## src/rtl/cic_pkg.sv

```systemverilog
// cic_pkg: shared parameter limits and slice helper for the CIC decimator blocks
package cic_pkg;
  localparam int STAGES_MIN     = 1;
  localparam int STAGES_MAX     = 8;
  localparam int DIFF_DELAY_MIN = 1;
  localparam int DIFF_DELAY_MAX = 2;

  function automatic int out_slice_offset(input int w_inp, input int w_out);
    return w_inp - w_out;
  endfunction
endpackage

```

## src/rtl/cic_comb_stage.sv

```systemverilog
// cic_comb_stage: single comb y[n] = x[n] - x[n-DIFF_DELAY], advancing only on valid samples
module cic_comb_stage
  import cic_pkg::*;
#(
  parameter int DATA_WIDTH = 32,
  parameter int DIFF_DELAY = 1
) (
  input  logic                  clk,
  input  logic                  reset_n,
  input  logic                  i_clear,
  input  logic [DATA_WIDTH-1:0] i_data,
  input  logic                  i_valid,
  output logic [DATA_WIDTH-1:0] o_data,
  output logic                  o_valid
);
  logic [DATA_WIDTH-1:0] r_dly [DIFF_DELAY];
  logic [DATA_WIDTH-1:0] r_data;
  logic                  r_valid;

  // fire on valid: subtract oldest history word and shift the delay line; clear/reset wipe everything
  always_ff @(posedge clk or negedge reset_n) begin
    if (!reset_n) begin
      r_dly   <= '{default: '0};
      r_data  <= '0;
      r_valid <= 1'b0;
    end else if (i_clear) begin
      r_dly   <= '{default: '0};
      r_data  <= '0;
      r_valid <= 1'b0;
    end else if (i_valid) begin
      r_data  <= i_data - r_dly[DIFF_DELAY-1];
      r_dly[0] <= i_data;
      for (int i = 1; i < DIFF_DELAY; i++) r_dly[i] <= r_dly[i-1];
      r_valid <= 1'b1;
    end else begin
      r_valid <= 1'b0;
    end
  end

  assign o_data  = r_data;
  assign o_valid = r_valid;
endmodule

```

## src/rtl/cic_comb_chain.sv

```systemverilog
// cic_comb_chain: cascade of comb stages with truncating output slice
module cic_comb_chain
  import cic_pkg::*;
#(
  parameter int DATA_WIDTH_INP = 32,
  parameter int DATA_WIDTH_OUT = 16,
  parameter int STAGES         = 3,
  parameter int DIFF_DELAY     = 1
) (
  input  logic                      clk,
  input  logic                      reset_n,
  input  logic [DATA_WIDTH_INP-1:0] s_axis_in_tdata,
  input  logic                      s_axis_in_tvalid,
  input  logic                      s_axis_clear,
  output logic [DATA_WIDTH_OUT-1:0] m_axis_out_tdata,
  output logic                      m_axis_out_tvalid
);
  localparam int OFF = out_slice_offset(DATA_WIDTH_INP, DATA_WIDTH_OUT);

  if (STAGES < STAGES_MIN || STAGES > STAGES_MAX) begin : g_bad_stages
    $error("cic_comb_chain: STAGES out of range");
  end
  if (DIFF_DELAY < DIFF_DELAY_MIN || DIFF_DELAY > DIFF_DELAY_MAX) begin : g_bad_delay
    $error("cic_comb_chain: DIFF_DELAY out of range");
  end
  if (DATA_WIDTH_OUT > DATA_WIDTH_INP) begin : g_bad_width
    $error("cic_comb_chain: DATA_WIDTH_OUT exceeds DATA_WIDTH_INP");
  end

  logic [DATA_WIDTH_INP-1:0] w_data [STAGES+1];
  logic [STAGES:0]           w_valid;
  logic                      w_unused_lsbs;

  assign w_data[0]  = s_axis_in_tdata;
  assign w_valid[0] = s_axis_in_tvalid;

  for (genvar k = 0; k < STAGES; k++) begin : g_stage
    cic_comb_stage #(
      .DATA_WIDTH (DATA_WIDTH_INP),
      .DIFF_DELAY (DIFF_DELAY)
    ) u_stage (
      .clk     (clk),
      .reset_n (reset_n),
      .i_clear (s_axis_clear),
      .i_data  (w_data[k]),
      .i_valid (w_valid[k]),
      .o_data  (w_data[k+1]),
      .o_valid (w_valid[k+1])
    );
  end

  assign m_axis_out_tdata  = w_data[STAGES][OFF +: DATA_WIDTH_OUT];
  assign m_axis_out_tvalid = w_valid[STAGES];
  assign w_unused_lsbs     = ^w_data[STAGES];
endmodule

```

## config.mk

```make
export PLATFORM = sky130hd
export DESIGN_NAME = cic_comb_chain
export DESIGN_NICKNAME = d
export VERILOG_FILES = /design/src/rtl/cic_pkg.sv /design/src/rtl/cic_comb_stage.sv /design/src/rtl/cic_comb_chain.sv
export SDC_FILE = /design/constraint.sdc
export NUM_CORES = 1
export LEC_CHECK = 0
export CORE_MARGIN = 5
export CORE_UTILIZATION = 30
export DETAILED_ROUTE_END_ITERATION = 7
export HOLD_SLACK_MARGIN = 0.1
export PLACE_DENSITY_LB_ADDON = 0.25
export SYNTH_ARGS = -nofsm -noshare
export SYNTH_HDL_FRONTEND = slang
export SYNTH_SLANG_ARGS = --single-unit
```

## constraint.sdc

```tcl
create_clock -name clk -period 3.1 [get_ports clk]
set_clock_uncertainty 0.05 [all_clocks]
set_input_delay 0.775 -clock clk [delete_from_list [all_inputs] [get_ports clk]]
set_output_delay 0.775 -clock clk [all_outputs]
set_load 0.01 [all_outputs]
```

==> results of run 1 <==
synthesized netlist by cell type, types with 3 or more instances:
cell,number
sky130_fd_sc_hd__o21ai_0,40
sky130_fd_sc_hd__a22o_1,5
sky130_fd_sc_hd__and3_1,11
sky130_fd_sc_hd__and2_1,3
sky130_fd_sc_hd__dfrtp_1,179
sky130_fd_sc_hd__ha_1,94
sky130_fd_sc_hd__a211oi_1,19
sky130_fd_sc_hd__clkbuf_1,43
sky130_fd_sc_hd__nor3_1,12
sky130_fd_sc_hd__nand4_1,12
sky130_fd_sc_hd__nand3b_1,5
sky130_fd_sc_hd__o21bai_1,9
sky130_fd_sc_hd__nor2_1,210
sky130_fd_sc_hd__a21o_1,41
sky130_fd_sc_hd__o211ai_1,12
sky130_fd_sc_hd__buf_1,11
sky130_fd_sc_hd__xnor2_1,39
sky130_fd_sc_hd__or2_2,3
sky130_fd_sc_hd__o41ai_1,4
sky130_fd_sc_hd__o21a_1,9
sky130_fd_sc_hd__nand3_1,20
sky130_fd_sc_hd__a21oi_1,110
sky130_fd_sc_hd__mux2i_1,129
sky130_fd_sc_hd__a31oi_1,10
sky130_fd_sc_hd__nor2b_1,8
sky130_fd_sc_hd__o21ai_1,3
sky130_fd_sc_hd__nand2_1,78
sky130_fd_sc_hd__and4_1,4
sky130_fd_sc_hd__nor4b_1,4
sky130_fd_sc_hd__xor2_1,24
sky130_fd_sc_hd__o22ai_1,3
sky130_fd_sc_hd__or3_1,3
sky130_fd_sc_hd__a31o_2,6
sky130_fd_sc_hd__nand2b_1,11
sky130_fd_sc_hd__inv_1,115
sky130_fd_sc_hd__a21boi_0,7
worst max-delay path: stages:
cell and delay (ps):
sky130_fd_sc_hd__dlygate4sd2_1 210, sky130_fd_sc_hd__inv_1 60, sky130_fd_sc_hd__ha_2 190, sky130_fd_sc_hd__fa_2 390
sky130_fd_sc_hd__nand2b_4 160, sky130_fd_sc_hd__a21oi_4 150, sky130_fd_sc_hd__o211ai_1 110, sky130_fd_sc_hd__buf_4 160
sky130_fd_sc_hd__a31oi_4 190, sky130_fd_sc_hd__a21oi_2 100, sky130_fd_sc_hd__o21ai_2 160, sky130_fd_sc_hd__a21o_1 140
sky130_fd_sc_hd__a2111oi_1 70, sky130_fd_sc_hd__or3b_1 380
layout make-up:
| type | instances | area share [%] |
|---|---|---|
| clock buffers | 18 | 2.954 |
| clock inverters | 14 | 1.387 |
| inverters | 116 | 2.997 |
| multi-input cells | 989 | 48.39 |
| flip-flops and latches | 179 | 30.85 |
| well taps | 525 | 4.522 |
| repair buffers | 147 | 8.898 |
kinds of logic (layout without fill, tap and decap cells):
| group | Yosys count | in the layout |
|---|---|---|
| simple gates | 392 | 392 |
| compound gates | 309 | 309 |
| flops | 179 | 179 |
| buf+inv | 171 | 295 |
| mux | 129 | 129 |
| fa+ha+maj | 96 | 96 |
| xor+xnor | 63 | 63 |
sequential cells by signal (all words and copies together), names as in the netlist:
signal                   cells
g_stage.u_stage.o_data      80
g_stage.u_stage.o_valid      3
g_stage.u_stage.r_dly       96
layer usage:
metal  wire length [um]  up-vias  global-route usage (%)
met5                  0        -                       0
met1              13740     4336                   17.70
met2              12070      114                   19.73
li1                   -     4891                       -
met4                267        0                   2.993
met3                577       19                   2.182
cell usage in the layout, fill, tap and decap left out, drive strengths merged, types with 10 or more instances in the layout:
cell type / n
nor2: 210
xor2: 24
nand4: 12
a31oi: 10
inv: 119
a21oi: 110
o21ai: 43
xnor2: 39
clkdlybuf4s50: 41
nor3: 12
nand3: 20
buf: 98
ha: 94
o211ai: 12
dfrtp: 179
nand2b: 11
a21o: 41
nand2: 78
a211oi: 20
and3: 11
clkbuf: 18
mux2i: 129
metrics by stage:
step | std cells | hold WS, ps | utilization (%) | setup slack, ps
floorplan | 1339 | 427.5 | - | 20.55
global placement | 1951 | 444.7 | 34.54 | -677.5
detailed placement | 1951 | 436.4 | 34.54 | -712.7
CTS | 1985 | 141.0 | 36.38 | 13.63
global route | 1988 | 151.9 | 36.73 | -10.69
finish | 1988 | 153.0 | 36.73 | 106.2
timing repair:
item | CTS | global route
pin swaps | 12 | 10
endpoints found under the setup margin | 9 | 11
buffers inserted | 2 | 3
cloned | 0 | 0
resized for setup | 17 | 23
worst paths after layout:
kind	startpoint	to	slack, ps	cells after the start
max reg2reg	g_stage[1].u_stage.o_data[2]	g_stage[2].u_stage.o_data[24]	170	10
min in group clk	g_stage[2].u_stage.o_data[24]	g_stage[2].u_stage.o_data[24]	450	1
min	reset_n	g_stage[0].u_stage.r_dly[0]	150	1
min reg2reg	g_stage[2].u_stage.o_data[24]	g_stage[2].u_stage.o_data[24]	450	1
max in group asynchronous	reset_n	g_stage[0].u_stage.o_data[7]	2090	2
max	s_axis_in_tdata[0]	g_stage[0].u_stage.o_data[28]	110	14
power groups by stage:
stage          combinational [uW]  clock (uW)  sequential, uW
6_report                     3020        2330            2670
5_1_grt                      3400        2510            2690
4_1_cts                      2990        2420            2670
3_5_place_dp                 2960           0            2710
3_3_place_gp                 2930           0            2710
2_1_floorplan                2150           0            2660
==> run_summary.xml, run 1 <==
<?xml version="1.0" encoding="UTF-8"?>
<metrics>
  <group name="route">
    <metric name="wl" unit="um">26650</metric>
    <metric name="num_vias" unit="">9360</metric>
    <metric name="drt-initial-drc-count" unit="">527</metric>
    <metric name="drtPass1Iterations" unit="">5</metric>
    <metric name="antenna_violating_nets_left" unit="">0</metric>
    <metric name="remaining_drc_errors" unit="">0</metric>
    <metric name="drt-vias-per-instance" unit="">4.708</metric>
    <metric name="routedWlPerCell" unit="um">13.41</metric>
  </group>
  <group name="synth">
    <metric name="synth_compound_gate_area_share" unit="%">17.08</metric>
    <metric name="synth.top_cells.by_area" unit="">sky130_fd_sc_hd__dfrtp_1 (37%), sky130_fd_sc_hd__mux2i_1 (11%), sky130_fd_sc_hd__ha_1 (9.8%), sky130_fd_sc_hd__nor2_1 (6.6%), sky130_fd_sc_hd__a21oi_1 (4.6%)</metric>
    <metric name="synthesis.nets" unit="">1471</metric>
    <metric name="synth.lib_cells_used.distinct" unit="">68</metric>
    <metric name="synthesized_area_fraction_occupied_by_and_or_nand_nor_cells" unit="%">14.46</metric>
    <metric name="post_synth_inst_count" unit="">1339</metric>
    <metric name="post_synth_mux_area_share" unit="%">10.80</metric>
    <metric name="yosysTopAreaCell" unit="">sky130_fd_sc_hd__dfrtp_1</metric>
    <metric name="synthesis.area" unit="sq um">11960</metric>
    <metric name="yosysWarnings" unit="">0</metric>
    <metric name="postSynthRegisterBits" unit="">179</metric>
    <metric name="main_combinational_cell_family_by_area_after_synthesis" unit="">compound AO/OA/AOI/OAI gates</metric>
    <metric name="yosys_top_cell_area_share" unit="%">37.45</metric>
    <metric name="synth_edf_count" unit="">0</metric>
    <metric name="synth-seq-area-share" unit="%">37.45</metric>
    <metric name="ys_dominant_reg_cell" unit="">sky130_fd_sc_hd__dfrtp_1</metric>
    <metric name="post_synth_fa_ha_maj_area_fraction" unit="%">10.17</metric>
    <metric name="ys_async_sr_fraction" unit="%">100.0</metric>
    <metric name="synth-xor-area-share" unit="%">4.613</metric>
    <metric name="synth.avg_cell_area" unit="sq um">8.932</metric>
  </group>
  <group name="timing">
    <metric name="maxSlewHeadroom" unit="%">60.58</metric>
    <metric name="post-route-min-period" unit="ps">2994</metric>
    <metric name="max_freq" unit="MHz">334.0</metric>
    <metric name="maxSlewViolCount" unit="">0</metric>
    <metric name="rsz0062_at_grt" unit="">true</metric>
    <metric name="final_min_period_over_clock_period" unit="%">96.57</metric>
    <metric name="timing.final.hold_violations" unit="">0</metric>
    <metric name="totalNegativeSetupSlack" unit="ps">0</metric>
    <metric name="finalSetupViolations" unit="">0</metric>
    <metric name="timing_worst_slew_pin_value" unit="ps">591.4</metric>
  </group>
  <group name="setup_path">
    <metric name="worst_ep_required_time" unit="ps">3370</metric>
    <metric name="critPathKind" unit="">input port to flip-flop</metric>
    <metric name="timing.critical_path.to_type" unit="">flip-flop</metric>
    <metric name="path_max_fanout" unit="">2</metric>
    <metric name="worstPathArrival" unit="ps">3260</metric>
    <metric name="kind_of_start_point_of_the_critical_path" unit="">input port</metric>
  </group>
  <group name="final_layout">
    <metric name="multi_input_comb_area" unit="sq um">7029</metric>
    <metric name="layout-drive-gt1-share" unit="%">11.96</metric>
    <metric name="layout.area.seq" unit="sq um">4482</metric>
    <metric name="antenna_cells" unit="">0</metric>
    <metric name="filler_cell_count" unit="">4037</metric>
    <metric name="final_nets" unit="">1582</metric>
    <metric name="final_area" unit="sq um">14530</metric>
    <metric name="flow.area_growth_from_synthesis" unit="%">21.46</metric>
  </group>
  <group name="cts">
    <metric name="cts-hold-fix-buffers" unit="">0</metric>
    <metric name="number_of_buffers_between_clock_root_and_the_deepest_sink" unit="">2</metric>
    <metric name="num_cts_buffers" unit="">17</metric>
    <metric name="cts_htree_levels" unit="">4</metric>
    <metric name="skew_pair_late_insertion_delay" unit="ps">440</metric>
    <metric name="path_clk_slew" unit="ps">70</metric>
    <metric name="tritoncts_clock_tree" unit="">yes</metric>
    <metric name="cts.root.buffer_cell" unit="">sky130_fd_sc_hd__clkbuf_16</metric>
    <metric name="tritoncts_sink_count" unit="">179</metric>
  </group>
  <group name="place">
    <metric name="detailed_place_hpwl" unit="um">19610</metric>
    <metric name="placement.cell_area" unit="sq um">13660</metric>
    <metric name="numPortBuffers" unit="">52</metric>
    <metric name="globalplace.congestion" unit="">0.8575</metric>
  </group>
  <group name="floorplan">
    <metric name="placement_rows" unit="">73</metric>
    <metric name="die-width" unit="um">209.7</metric>
    <metric name="core_area" unit="sq um">39550</metric>
    <metric name="die_footprint" unit="sq um">43960</metric>
    <metric name="floorplan.initialDensity" unit="%">30.24</metric>
    <metric name="dieHeight" unit="um">209.7</metric>
    <metric name="io_pins" unit="">53</metric>
  </group>
  <group name="global_routing">
    <metric name="grt_max_degree" unit="">88</metric>
    <metric name="number_of_antenna_violations_at_the_first_check_in_global_routing" unit="">0</metric>
    <metric name="gr-total-overflow" unit="">0</metric>
    <metric name="gr-usage-all-layers" unit="%">12.43</metric>
    <metric name="grt_first_pass_wirelength" unit="um">46510</metric>
    <metric name="grt_pass1_vias" unit="">9366</metric>
  </group>
  <group name="outcome">
    <metric name="outcome" unit="">complete, no violations</metric>
  </group>
  <group name="power_and_ir_drop">
    <metric name="power.internal" unit="uW">5294</metric>
    <metric name="cellLeakagePower" unit="uW">0.006751</metric>
    <metric name="p_clk_share" unit="%">29.0</metric>
    <metric name="vdd_ir_drop_max" unit="V">0.0004205</metric>
    <metric name="design_power_total" unit="uW">8018</metric>
    <metric name="pwr_density_cell" unit="nW/um^2">552.0</metric>
    <metric name="power.net_switching" unit="uW">2725</metric>
    <metric name="pwr-share-comb" unit="%">37.7</metric>
    <metric name="p_sw_share" unit="%">33.98</metric>
    <metric name="pwr-share-seq" unit="%">33.2</metric>
  </group>
  <group name="hold_path">
    <metric name="path_category_of_the_worst_min_delay_check" unit="">input port to asynchronous set/reset pin</metric>
  </group>
  <group name="job">
    <metric name="max_cap_violations" unit="">0</metric>
  </group>
</metrics>
Power figures use the tool's default switching activity.
==> run 2: changes to the inputs <==
--- a/config.mk
+++ b/config.mk
@@ -9,7 +9,6 @@
 export CORE_UTILIZATION = 30
 export DETAILED_ROUTE_END_ITERATION = 7
 export HOLD_SLACK_MARGIN = 0.1
-export PLACE_DENSITY_LB_ADDON = 0.25
 export SYNTH_ARGS = -nofsm -noshare
 export SYNTH_HDL_FRONTEND = slang
 export SYNTH_SLANG_ARGS = --single-unit
==> run 2 against run 1 <==
Sequential cell count is the same. Register-to-register slack lost 30 ps. Global-route usage shrank 0.35 points. Critical path depth shrank 2. Total power shrank 2.8%. Sequential share of layout area grew 0.38 points. Cell count shrank 0.20%. Sequential power is essentially flat. Cell area shrank 1.2%. Count of clock-buffer cells in the layout grew 1. Combinational power is essentially flat. Largest power group unchanged. Highest routed layer unchanged.
==> run_summary.xml, run 2 (synthesis results as in run 1) <==
<?xml version="1.0" encoding="UTF-8"?>
<metrics>
  <group name="outcome">
    <metric name="outcome" unit="">complete, no violations</metric>
  </group>
  <group name="place">
    <metric name="numPortBuffers" unit="">52</metric>
    <metric name="pre_cts_slack" unit="ps">-682.6</metric>
    <metric name="detailed_place_hpwl" unit="um">19740</metric>
    <metric name="globalplace.congestion" unit="">0.8094</metric>
  </group>
  <group name="setup_path">
    <metric name="worst_path_most_repeated_cell" unit="">sky130_fd_sc_hd__a21oi_2</metric>
    <metric name="critical_path_buf_inv_count" unit="">2</metric>
    <metric name="path_max_fanout" unit="">3</metric>
    <metric name="kind_of_start_point_of_the_critical_path" unit="">input port</metric>
    <metric name="cp_cell_sequence" unit="">clkdlybuf4s50_1 &gt; ha_4 &gt; a21oi_2 &gt; a21oi_2 &gt; or2_2 &gt; o41ai_2 &gt; buf_4 &gt; a31o_4 &gt; nor2_1 &gt; o31ai_2 &gt; mux2i_1 &gt; a311o_1</metric>
    <metric name="worst_path_max_delay_cell" unit="">sky130_fd_sc_hd__clkdlybuf4s50_1</metric>
    <metric name="timing.critical_path.to_type" unit="">flip-flop</metric>
    <metric name="worstPathArrival" unit="ps">3300</metric>
    <metric name="reg2reg_from" unit="">g_stage[1].u_stage.o_data[2]</metric>
    <metric name="critical_path.top_delay_family" unit="">compound AO/OA/AOI/OAI gates</metric>
    <metric name="worst_ep_required_time" unit="ps">3380</metric>
    <metric name="critPathKind" unit="">input port to flip-flop</metric>
    <metric name="timing.critical_path.from" unit="">s_axis_in_tdata[2]</metric>
    <metric name="critical_path.max_stage_delay" unit="ps">520</metric>
  </group>
  <group name="timing">
    <metric name="rsz0062_at_grt" unit="">true</metric>
    <metric name="finalSetupViolations" unit="">0</metric>
    <metric name="max_freq" unit="MHz">330.4</metric>
    <metric name="post-route-min-period" unit="ps">3027</metric>
    <metric name="maxSlewViolCount" unit="">0</metric>
    <metric name="timing.final.hold_violations" unit="">0</metric>
    <metric name="maxSlewHeadroom" unit="%">49.41</metric>
    <metric name="timing.final.ws_setup" unit="ps">73.08</metric>
    <metric name="final_min_period_over_clock_period" unit="%">97.64</metric>
    <metric name="timing_worst_slew_pin_value" unit="ps">758.8</metric>
  </group>
  <group name="route">
    <metric name="routedWlPerCell" unit="um">13.38</metric>
    <metric name="wl" unit="um">26550</metric>
    <metric name="drt-vias-per-instance" unit="">4.765</metric>
    <metric name="drtPass1Iterations" unit="">5</metric>
    <metric name="drt-initial-drc-count" unit="">539</metric>
    <metric name="antenna_violating_nets_left" unit="">0</metric>
    <metric name="remaining_drc_errors" unit="">0</metric>
    <metric name="num_vias" unit="">9453</metric>
  </group>
  <group name="global_routing">
    <metric name="grt_pass1_vias" unit="">9283</metric>
    <metric name="gr-total-overflow" unit="">0</metric>
    <metric name="number_of_antenna_violations_at_the_first_check_in_global_routing" unit="">0</metric>
    <metric name="gr-usage-all-layers" unit="%">12.08</metric>
    <metric name="grt_first_pass_wirelength" unit="um">44980</metric>
    <metric name="grt_max_degree" unit="">77</metric>
  </group>
  <group name="power_and_ir_drop">
    <metric name="vdd_ir_drop_max" unit="V">0.0004278</metric>
    <metric name="pwr_density_cell" unit="nW/um^2">543.0</metric>
    <metric name="cellLeakagePower" unit="uW">0.006667</metric>
  </group>
  <group name="hold_path">
    <metric name="path_category_of_the_worst_min_delay_check" unit="">input port to asynchronous set/reset pin</metric>
  </group>
  <group name="final_layout">
    <metric name="flow.area_growth_from_synthesis" unit="%">19.99</metric>
    <metric name="antenna_cells" unit="">0</metric>
    <metric name="final_cell_mix" unit="">sky130_fd_sc_hd__nor2_1 (210), sky130_fd_sc_hd__dfrtp_1 (177), sky130_fd_sc_hd__mux2i_1 (129)</metric>
    <metric name="layout.cells.most_common" unit="">sky130_fd_sc_hd__nor2_1</metric>
    <metric name="layout-drive-gt1-share" unit="%">11.51</metric>
    <metric name="final_core_util" unit="%">36.29</metric>
    <metric name="final_nets" unit="">1579</metric>
    <metric name="top_register" unit="">g_stage.u_stage.r_dly</metric>
    <metric name="largest_reg_flops" unit="">96</metric>
  </group>
  <group name="floorplan">
    <metric name="placement_rows" unit="">73</metric>
    <metric name="io_pins" unit="">53</metric>
    <metric name="floorplan.initialDensity" unit="%">30.24</metric>
    <metric name="dieHeight" unit="um">209.7</metric>
    <metric name="die-width" unit="um">209.7</metric>
    <metric name="core_area" unit="sq um">39550</metric>
    <metric name="die_footprint" unit="sq um">43960</metric>
  </group>
  <group name="cts">
    <metric name="path_clk_slew" unit="ps">70</metric>
    <metric name="tritoncts_clock_tree" unit="">yes</metric>
    <metric name="skew_pair_late_insertion_delay" unit="ps">440</metric>
    <metric name="cts_htree_levels" unit="">4</metric>
    <metric name="number_of_buffers_between_clock_root_and_the_deepest_sink" unit="">2</metric>
    <metric name="cts.root.buffer_cell" unit="">sky130_fd_sc_hd__clkbuf_16</metric>
    <metric name="tritoncts_sink_count" unit="">179</metric>
    <metric name="num_cts_buffers" unit="">17</metric>
  </group>
  <group name="job">
    <metric name="max_cap_violations" unit="">0</metric>
  </group>
</metrics>
## run 2: cell types whose count changed in the layout (fill, tap and decap cells not counted), moves of 2 or more
cell,before,now
sky130_fd_sc_hd__clkdlybuf4s50_1,41,45
sky130_fd_sc_hd__dlymetal6s2s_1,6,2
sky130_fd_sc_hd__bufinv_16,4,1
sky130_fd_sc_hd__ha_4,6,3
sky130_fd_sc_hd__inv_6,4,7
sky130_fd_sc_hd__a21oi_2,4,6
sky130_fd_sc_hd__a21oi_4,3,1
sky130_fd_sc_hd__and4_1,2,4
sky130_fd_sc_hd__and4_4,2,0
sky130_fd_sc_hd__buf_4,93,91
sky130_fd_sc_hd__clkinv_4,3,1
sky130_fd_sc_hd__clkinvlp_4,2,0
sky130_fd_sc_hd__ha_1,87,89
## run 2: area by class of cell
cell class | count | area, sq um
fill | 4064 | 25200
multi-input combinational | 989 | 6965
sequential | 179 | 4482
timing repair buffer | 144 | 1247
tap | 525 | 656.9
clock buffer | 19 | 442.9
inverter | 116 | 435.4
clock inverter | 12 | 121.4
## run 2: metal layers
metal | vias to the layer above | GRT usage (%) | part of all wire, %
li1 | 4874 | - | -
met4 | 0 | 3.600 | 1.4
met5 | - | 0 | 0
met1 | 4408 | 16.96 | 51
met3 | 30 | 2.242 | 2.6
met2 | 141 | 19.03 | 45
## run 2: final timing paths
check | to | slack, ps | cells past startpoint
worst max-delay path | g_stage[0].u_stage.o_data[29] | 70 | 12
worst min-delay path | g_stage[2].u_stage.r_dly[3] | 340 | 1
worst max register to register | g_stage[2].u_stage.o_data[24] | 140 | 10
worst min register to register | g_stage[2].u_stage.o_data[30] | 460 | 2
max in group asynchronous | g_stage[1].u_stage.r_dly[17] | 1940 | 2
min in group clk | g_stage[2].u_stage.o_data[30] | 460 | 2
## run 2: timing repair
item | 4_1_cts | 5_1_grt
pin swaps | 7 | 5
gates resized for setup | 11 | 20
hold buffers | 0 | 0
setup endpoints to repair | 10 | 13
setup buffers | 3 | 2
cloned | 0 | 0
## run 2: power breakdown
| part | switching, uW | internal [uW] | total (uW) |
|---|---|---|---|
| sequential | 156 | 2510 | 2670 |
| clock | 973 | 1150 | 2120 |
| combinational | 1600 | 1410 | 3010 |
## run 2: metrics by stage
stage	instance area (sq um)	hold slack, ps	power, uW	setup TNS (ps)	instances
2_1_floorplan	11970	427.5	4814	0	1339
3_3_place_gp	13620	434.0	5601	-8231	1948
3_5_place_dp	13620	440.3	5652	-8557	1948
4_1_cts	14240	364.2	7835	0	1982
5_1_grt	14350	390.5	8338	-50.88	1984
6_report	14350	343.6	7793	0	1984
==> run 3: changes to the inputs <==
--- a/config.mk
+++ b/config.mk
@@ -9,6 +9,7 @@
 export CORE_UTILIZATION = 30
 export DETAILED_ROUTE_END_ITERATION = 7
 export HOLD_SLACK_MARGIN = 0.1
+export SKIP_LAST_GASP = 1
 export SYNTH_ARGS = -nofsm -noshare
 export SYNTH_HDL_FRONTEND = slang
 export SYNTH_SLANG_ARGS = --single-unit
==> constraint.sdc (replaced) <==
create_clock -name clk -period 3.37 [get_ports clk]
set_clock_uncertainty 0.05 [all_clocks]
set_input_delay 0.8425 -clock clk [delete_from_list [all_inputs] [get_ports clk]]
set_output_delay 0.8425 -clock clk [all_outputs]
set_load 0.01 [all_outputs]
==> run 3 against run 2 <==
Worst hold slack better by 16 ps. Sequential power decreased by 8.2%. Combinational power decreased by 11%. Sequential share of layout area grew 0.45 points. Cell count fell by 1.1%. Register-to-register slack improved by 200 ps.
==> run_summary.xml, run 3 (synthesis results as in run 1) <==
<?xml version="1.0" encoding="UTF-8"?>
<metrics>
  <group name="global_routing">
    <metric name="gr-usage-all-layers" unit="%">12.12</metric>
    <metric name="grt_max_degree" unit="">64</metric>
    <metric name="grt_pass1_vias" unit="">9167</metric>
    <metric name="gr-total-overflow" unit="">0</metric>
    <metric name="number_of_antenna_violations_at_the_first_check_in_global_routing" unit="">0</metric>
    <metric name="grt_first_pass_wirelength" unit="um">45180</metric>
  </group>
  <group name="timing">
    <metric name="final_min_period_over_clock_period" unit="%">97.61</metric>
    <metric name="finalSetupViolations" unit="">0</metric>
    <metric name="max_freq" unit="MHz">304.0</metric>
    <metric name="timing.final.hold_violations" unit="">0</metric>
    <metric name="totalNegativeSetupSlack" unit="ps">0</metric>
    <metric name="timing_worst_slew_pin_value" unit="ps">650.4</metric>
    <metric name="post-route-min-period" unit="ps">3289</metric>
    <metric name="rsz0062_at_grt" unit="">true</metric>
    <metric name="maxSlewHeadroom" unit="%">56.64</metric>
    <metric name="fin_worst_hold_slack" unit="ps">359.1</metric>
    <metric name="maxSlewViolCount" unit="">0</metric>
  </group>
  <group name="final_layout">
    <metric name="final_area" unit="sq um">14150</metric>
    <metric name="layout-drive-gt1-share" unit="%">9.464</metric>
    <metric name="final_nets" unit="">1557</metric>
    <metric name="layout.area.seq" unit="sq um">4482</metric>
    <metric name="flow.area_growth_from_synthesis" unit="%">18.30</metric>
    <metric name="largest_reg_flops" unit="">96</metric>
    <metric name="filler_cell_count" unit="">4046</metric>
    <metric name="top_register" unit="">g_stage.u_stage.r_dly</metric>
    <metric name="antenna_cells" unit="">0</metric>
    <metric name="multi_input_comb_area" unit="sq um">6892</metric>
    <metric name="final_cell_mix" unit="">sky130_fd_sc_hd__nor2_1 (210), sky130_fd_sc_hd__dfrtp_1 (177), sky130_fd_sc_hd__mux2i_1 (129)</metric>
    <metric name="layout.cells.most_common" unit="">sky130_fd_sc_hd__nor2_1</metric>
  </group>
  <group name="route">
    <metric name="drt-vias-per-instance" unit="">4.780</metric>
    <metric name="wl" unit="um">26200</metric>
    <metric name="drtPass1Iterations" unit="">4</metric>
    <metric name="drt-initial-drc-count" unit="">452</metric>
    <metric name="antenna_violating_nets_left" unit="">0</metric>
    <metric name="num_vias" unit="">9378</metric>
    <metric name="remaining_drc_errors" unit="">0</metric>
    <metric name="routedWlPerCell" unit="um">13.35</metric>
  </group>
  <group name="cts">
    <metric name="cts_htree_levels" unit="">4</metric>
    <metric name="tritoncts_clock_tree" unit="">yes</metric>
    <metric name="num_cts_buffers" unit="">17</metric>
    <metric name="skew_pair_late_insertion_delay" unit="ps">440</metric>
    <metric name="path_clk_slew" unit="ps">60</metric>
    <metric name="cts.root.buffer_cell" unit="">sky130_fd_sc_hd__clkbuf_16</metric>
    <metric name="tritoncts_sink_count" unit="">179</metric>
    <metric name="number_of_buffers_between_clock_root_and_the_deepest_sink" unit="">2</metric>
  </group>
  <group name="power_and_ir_drop">
    <metric name="pwr-share-comb" unit="%">37.3</metric>
    <metric name="power.internal" unit="uW">4712</metric>
    <metric name="cellLeakagePower" unit="uW">0.006552</metric>
    <metric name="p_clk_share" unit="%">28.5</metric>
    <metric name="design_power_total" unit="uW">7178</metric>
    <metric name="pwr-share-seq" unit="%">34.1</metric>
    <metric name="power.net_switching" unit="uW">2466</metric>
    <metric name="pwr_density_cell" unit="nW/um^2">507.3</metric>
    <metric name="vdd_ir_drop_max" unit="V">0.0004473</metric>
    <metric name="p_sw_share" unit="%">34.35</metric>
  </group>
  <group name="floorplan">
    <metric name="floorplan.initialDensity" unit="%">30.24</metric>
    <metric name="die_footprint" unit="sq um">43960</metric>
    <metric name="die-width" unit="um">209.7</metric>
    <metric name="placement_rows" unit="">73</metric>
    <metric name="dieHeight" unit="um">209.7</metric>
    <metric name="core_area" unit="sq um">39550</metric>
    <metric name="io_pins" unit="">53</metric>
  </group>
  <group name="setup_path">
    <metric name="cp_cell_sequence" unit="">clkdlybuf4s50_1 &gt; inv_1 &gt; ha_1 &gt; fa_2 &gt; nand2b_4 &gt; a21oi_2 &gt; buf_4 &gt; o211ai_1 &gt; a31oi_2 &gt; a21oi_2 &gt; o21ai_2 &gt; a21o_1 &gt; a2111oi_0 &gt; or3b_1</metric>
    <metric name="path_max_fanout" unit="">3</metric>
    <metric name="critical_path.max_stage_delay" unit="ps">470</metric>
    <metric name="timing.critical_path.to_type" unit="">flip-flop</metric>
    <metric name="worst_path_most_repeated_cell" unit="">sky130_fd_sc_hd__a21oi_2</metric>
    <metric name="reg2reg_from" unit="">g_stage[1].u_stage.o_data[11]</metric>
    <metric name="kind_of_start_point_of_the_critical_path" unit="">input port</metric>
    <metric name="worst_path_max_delay_cell" unit="">sky130_fd_sc_hd__clkdlybuf4s50_1</metric>
    <metric name="worstPathArrival" unit="ps">3550</metric>
    <metric name="worst_ep_required_time" unit="ps">3630</metric>
    <metric name="critPathKind" unit="">input port to flip-flop</metric>
    <metric name="timing.critical_path.from" unit="">s_axis_in_tdata[0]</metric>
  </group>
  <group name="hold_path">
    <metric name="path_category_of_the_worst_min_delay_check" unit="">input port to asynchronous set/reset pin</metric>
  </group>
  <group name="job">
    <metric name="max_cap_violations" unit="">0</metric>
  </group>
  <group name="place">
    <metric name="globalplace.congestion" unit="">0.8356</metric>
    <metric name="placement.cell_area" unit="sq um">13490</metric>
    <metric name="detailed_place_hpwl" unit="um">19770</metric>
    <metric name="numPortBuffers" unit="">52</metric>
  </group>
  <group name="outcome">
    <metric name="outcome" unit="">complete, no violations</metric>
  </group>
</metrics>
run 3: changes by cell type in the layout (fill, tap and decap cells not counted), moves of 3 or more:
| cell | previous run | this run |
|---|---|---|
| sky130_fd_sc_hd__buf_4 | 91 | 69 |
| sky130_fd_sc_hd__clkinv_4 | 1 | 4 |
| sky130_fd_sc_hd__ha_1 | 89 | 93 |
| sky130_fd_sc_hd__clkdlybuf4s50_1 | 45 | 49 |
| sky130_fd_sc_hd__a21oi_1 | 103 | 106 |
| sky130_fd_sc_hd__ha_4 | 3 | 0 |
| sky130_fd_sc_hd__inv_6 | 7 | 4 |
run 3: timing repair:
| action | CTS | global route |
|---|---|---|
| resized for setup | 6 | 8 |
| setup endpoints to repair | 4 | 10 |
| hold endpoints to repair | 0 | 0 |
| pin swaps | 5 | 5 |
| hold buffers | 0 | 0 |
| setup buffers | 0 | 0 |
run 3: through the flow:
stage / cells / setup slack [ps] / util (%)
CTS: 1962 / -23.53 / 35.68
floorplan: 1339 / 94.65 / -
finish: 1962 / 80.55 / 35.77
detailed placement: 1931 / -607.3 / 34.10
global route: 1962 / -94.04 / 35.77
global placement: 1931 / -606.2 / 34.10
run 3: worst max-delay path, delay by kind of cell:
family	cells	cell delay [ps]
AND/OR/NAND/NOR	2	510
AO/OA/AOI/OAI	7	970
adder cells (fa/ha/maj)	2	550
buffers and inverters	3	660
run 3: final cells by class:
cell class / count / share of cell area (%)
Clock buffer: 17 / 3.007
Clock inverter: 14 / 1.256
Inverter: 116 / 3.077
Multi-Input combinational cell: 989 / 48.71
Sequential cell: 179 / 31.68
Tap cell: 525 / 4.643
Timing Repair Buffer: 122 / 7.632
run 3: path summary, 6_finish.rpt:
path                                                       to  slack (ps)  cells after the start
worst max-delay path            g_stage[0].u_stage.o_data[28]          80                     14
worst min-delay path             g_stage[2].u_stage.r_dly[21]         360                      1
worst max register to register  g_stage[2].u_stage.o_data[24]         340                     10
worst min register to register  g_stage[2].u_stage.o_data[23]         460                      1
max in group asynchronous          g_stage[0].u_stage.o_valid        2150                      2
min in group clk                g_stage[2].u_stage.o_data[23]         460                      1
run 3: metal layers:
layer	vias up	share of wire (%)	track usage, %
li1	4835	-	-
met1	4406	51	16.88
met2	109	45	19.38
met3	28	2.0	1.854
met4	0	1.7	3.960
met5	-	0	0
run 3: power groups by stage:
stage	Clock (uW)	Combinational, uW	Sequential [uW]
floorplan	0	1980	2450
global placement	0	2620	2490
detailed placement	0	2670	2490
CTS	2120	2690	2450
global route	2200	3000	2480
finish	2050	2680	2450
==> patch 1 (config.mk and constraints of run 1) <==
`STAGES`: 3 -> 2.
--- a/src/rtl/cic_comb_chain.sv
+++ b/src/rtl/cic_comb_chain.sv
@@ -5,5 +5,5 @@
   parameter int DATA_WIDTH_INP = 32,
   parameter int DATA_WIDTH_OUT = 16,
-  parameter int STAGES         = 3,
+  parameter int STAGES         = 2,
   parameter int DIFF_DELAY     = 1
 ) (
Function: changed (Yosys sat finds a counterexample within 4 cycles, from zero or initial values and one cycle with reset_n low).
==> patch 1 against run 1 <==
Synthesized area decreased by 37%; power is 33% lower; first-iteration DRC count down 60%; final area is 32% lower; setup slack got worse by 0.0037 ns; utilization rose by 2.9 points; wire length shrank 33%; cell count is 35% lower; critical path type unchanged; sequential cell count shrank 65; die area is 35% lower; critical path depth down 3.
==> patch 1: results (changes against run 1) <==
status: "completed"
clk_pin_slew_worst_paths_ns: 0.06
hold_buffers: 1  # +1
synthArstFlopShare: 1.00  # unchanged
largest_reg_flops: 64  # -33%
nets: 1050  # -34%
h-tree-depth: 4  # unchanged
reg2reg_from: "g_stage[0].u_stage.o_data[16]"
clock_latency_ns: 0.42  # -0.02 ns
root_buffer: "clkbuf_16"
grt_pass1_wl_um: 30500  # -34%
arrival_ns: 3.25  # about the same
clk-power_mw: 2.11  # -9.4%
dp_cells: 1260  # -35%
synth_area_leaders: "dfrtp_1 (38%), mux2i_1 (12%), ha_1 (10%)"
yosys.area_share.adder: 0.106  # +0.00389
place_congestion: 0.816  # -4.9%
ff2ff_path_depth: 9  # -1
synth.avg_cell_area_um2: 9.16  # +2.5%
critical_path.max_fanout: 3  # +1
synth_top_area_share: 0.378  # +0.00397
min_to: "g_stage[1].u_stage.o_data[27]"
place_area_um2: 9030  # -34%
p_sw_mw: 1.62  # -41%
crit_end: "g_stage[0].u_stage.o_data[27]"
synth_warnings: 0  # unchanged
yosys-top-cells-count: "nor2_1 (126), dfrtp_1 (114), mux2i_1 (88)"
n_fill_cell: 2549  # -37%
synth_xor_area_frac: 0.0349  # -0.0113
power.static_leakage_nw: 4.55  # -33%
synth_compound_area_frac: 0.153  # -0.0183
vias: 6079  # -35%
rr_endpoint: "g_stage[1].u_stage.o_data[31]"
cts_setup_buffers: 1  # -1
ctsResizeCount: 17  # unchanged
clock_tree.buffer_depth: 2  # unchanged
gr-usage-all-layers: 0.130  # +0.00545
num_antenna_cells: 0  # unchanged
combPwrFrac: 0.291  # -0.086
cpPeakStageDelay_ns: 0.43  # +0.04 ns
grt_start_max_net_pins: 116  # +32%
dp_hpwl_um: 12900  # -34%
slowest_stage: "clkdlybuf4s50_1"
synth-seq-area-share: 0.378  # +0.00397
drive_above_1_share: 0.174  # +0.0547
synth_ff_type: "dfrtp_1"
ys_types: 70  # +2.9%
pwr-share-clk: 0.393  # +0.103
first_iter_violations: 210  # -60%
rrSetupSlack_ns: 0.36  # +0.19 ns
grt_pass1_vias: 5998  # -36%
cp-startpoint: "s_axis_in_tdata[2]"
via_per_inst: 4.70  # -0.22%
wl_um: 17700  # -33%
regMostFlops: "g_stage.u_stage.r_dly"
ir_drop_mv: 0.355  # -16%
synth.area.mux_share: 0.117  # +0.00890
tightestPinTransition_ns: 0.665  # +0.0731 ns
syn_nets: 922  # -37%
hold_class: "register to register"
==> patch 1: changes by cell type after synthesis, sizes merged, moves of 32 or more <==
cell          run 1  this run
a21oi           110        53
dfrtp           179       114
ha               94        62
inv             115        72
mux2i           129        88
nand2            78        37
nor2            210       127
==> patch 1: area by class of cell <==
class	instances	area [um^2]	area share
clock buffer	20	457	0.0461
tap	330	413	0.0417
multi-input combinational	605	4500	0.454
sequential	114	2850	0.288
inverter	73	274	0.0277
clock inverter	12	179	0.0181
timing repair buffer	140	1230	0.124
==> patch 1: stage by stage <==
| step | worst slack (ns) | hold slack, ns |
|---|---|---|
| after floorplan | 0.0304 | 0.429 |
| after global placement | -0.511 | 0.427 |
| after detailed placement | -0.580 | 0.426 |
| after CTS | -0.00321 | 0.440 |
| after global routing | -0.00994 | 0.472 |
| final | 0.103 | 0.433 |
==> patch 1: layer usage <==
metal	track usage	wire length (um)	share of wire
met1	0.191	9370	0.53
met2	0.194	7700	0.43
met3	0.0271	466	0.026
met4	0.0356	195	0.011
met5	0	0	0
==> patch 2 (config.mk and constraints of run 1) <==
Made on the original files. Reset style: synchronous (`reset_n`), changed in one clocked block.
--- a/src/rtl/cic_comb_stage.sv
+++ b/src/rtl/cic_comb_stage.sv
@@ -19,5 +19,5 @@
 
   // fire on valid: subtract oldest history word and shift the delay line; clear/reset wipe everything
-  always_ff @(posedge clk or negedge reset_n) begin
+  always_ff @(posedge clk) begin
     if (!reset_n) begin
       r_dly   <= '{default: '0};
Function: differs if reset_n is asserted again (counterexample within 4 cycles, from zero or initial values and one cycle with reset_n low); with reset_n held inactive, the same outputs for 4 cycles.
==> patch 2 against run 1 <==
Wire length shrank 9.8%; setup slack improved by 0.042 ns; final area fell by 9.6%; critical path type unchanged; synthesized area down 11%; sequential cell count unchanged; largest cell class unchanged.
Power is not compared: it rests on default switching activity, and its combinational part moved more than twofold at a synthesized area within 25%.
==> patch 2: results (changes against run 1) <==
status: "completed"
ff2ff_path_depth: 11  # +1
arrival_ns: 3.23  # -0.03 ns
wl_um: 24100  # -9.8%
synthArstFlopShare: 0  # -1.00
synth-seq-area-share: 0.335  # -0.0395
hold_class: "register to register"
ir_drop_mv: 0.444
io_buffers: 52  # unchanged
ys_types: 76  # +12%
grt_pass1_vias: 8279  # -12%
largest_reg_flops: 96  # unchanged
synth_ff_type: "dfxtp_1"
dp_hpwl_um: 17900  # -8.8%
antenna_found_initial: 0  # unchanged
tightestPinTransition_ns: 0.962  # +0.371 ns
syn_nets: 1385  # -5.8%
whs_path_depth: 2
drive_above_1_share: 0.121  # +0.00111
gr-usage-all-layers: 0.124  # -0.000669
numCtsBuffers: 17  # unchanged
dr.pass1.iters: 5  # unchanged
grt_start_max_net_pins: 64  # -27%
synth_area_leaders: "dfxtp_1 (33%), mux2i_1 (13%), ha_1 (11%)"
grt_pass1_wl_um: 40900  # -12%
rrSetupSlack_ns: 0.19  # +0.02 ns
synth_warnings: 0  # unchanged
dp_cells: 1798  # -7.8%
critical_path.max_fanout: 2  # unchanged
place_congestion: 0.847  # -1.2%
via_per_inst: 4.70  # -0.19%
regMostFlops: "g_stage.u_stage.r_dly"
yosys-top-cells-count: "nor2_1 (190), dfxtp_1 (179), mux2i_1 (137)"
first_iter_violations: 366  # -31%
synth_cells: 1255  # -6.3%
wl_per_cell_um: 13.1  # -2.3%
nets: 1492  # -5.7%
patch 2: changes by cell type in the layout (fill, tap and decap cells not counted), sizes merged, moves of 8 or more:
cell / run 1 / this run
nand2: 78 / 58
dfrtp: 179 / 0
buf: 98 / 87
a21oi: 110 / 77
mux2i: 129 / 137
dfxtp: 0 / 179
nor2: 210 / 190
patch 2: timing repair:
action,4_1_cts,5_1_grt
buffers inserted,4,3
resized for setup,15,31
setup endpoints to repair,11,16
pin swaps,8,16
patch 2: power by group through the flow:
| stage | Sequential, mW | Combinational, mW | Clock (mW) |
|---|---|---|---|
| 6_report | 2.39 | 1.45 | 2.35 |
| 5_1_grt | 2.40 | 1.61 | 2.52 |
| 4_1_cts | 2.39 | 1.42 | 2.43 |
| 3_5_place_dp | 2.45 | 1.40 | 0 |
| 3_3_place_gp | 2.45 | 1.39 | 0 |
| 2_1_floorplan | 2.43 | 0.997 | 0 |
patch 2: path summary, 6_finish.rpt:
kind                                              startpoint                       endpoint
worst max-delay path                      s_axis_in_tdata[0]  g_stage[0].u_stage.o_data[26]
worst min register to register   g_stage[2].u_stage.r_dly[0]    g_stage[2].u_stage.r_dly[0]
worst max register to register  g_stage[2].u_stage.r_dly[11]  g_stage[2].u_stage.o_data[25]
worst min-delay path             g_stage[2].u_stage.r_dly[0]    g_stage[2].u_stage.r_dly[0]
patch 2: worst max-delay path, stage by stage:
cell	delay [ns]
dlygate4sd2_1	0.21
inv_1	0.05
ha_2	0.19
fa_2	0.39
nor2b_1	0.11
o21a_1	0.16
o21ai_2	0.06
a21oi_2	0.21
o21ai_2	0.10
a211oi_2	0.31
o2111ai_1	0.18
mux2i_1	0.14
a311o_1	0.32
patch 2: area by class of cell:
class | instances | area (um^2)
fill | 3674 | 22300
multi-input combinational | 916 | 6710
sequential | 179 | 3590
timing repair buffer | 138 | 1200
tap | 461 | 577
clock buffer | 21 | 470
inverter | 110 | 413
clock inverter | 11 | 174
patch 2: cells by family after synthesis:
family	Yosys count	share of synthesized area
simple gates	367	0.158
mux	137	0.128
flops	179	0.335
fa+ha+maj	94	0.111
xor+xnor	59	0.0483
compound gates	259	0.163
buf+inv	160	0.0563
patch 2: per-layer routing:
metal	vias to the layer above	share of wire	global-route usage
met5	-	0	0
met4	0	0.015	0.0408
met3	24	0.026	0.0203
met2	99	0.43	0.190
met1	3909	0.53	0.177
li1	4596	-	-
patch 2: stage by stage:
stage	hold WS [ns]	power [mW]	area, um^2	setup slack, ns	TNS (ns)
after floorplan	0.402	3.43	10700	-0.00526	-0.00526
final	0.432	6.20	13100	0.148	0
after global routing	0.470	6.54	13100	0.00273	0
after global placement	0.408	3.83	12200	-0.682	-8.47
after detailed placement	0.417	3.84	12200	-0.749	-9.47
after CTS	0.439	6.24	13000	0.0104	0
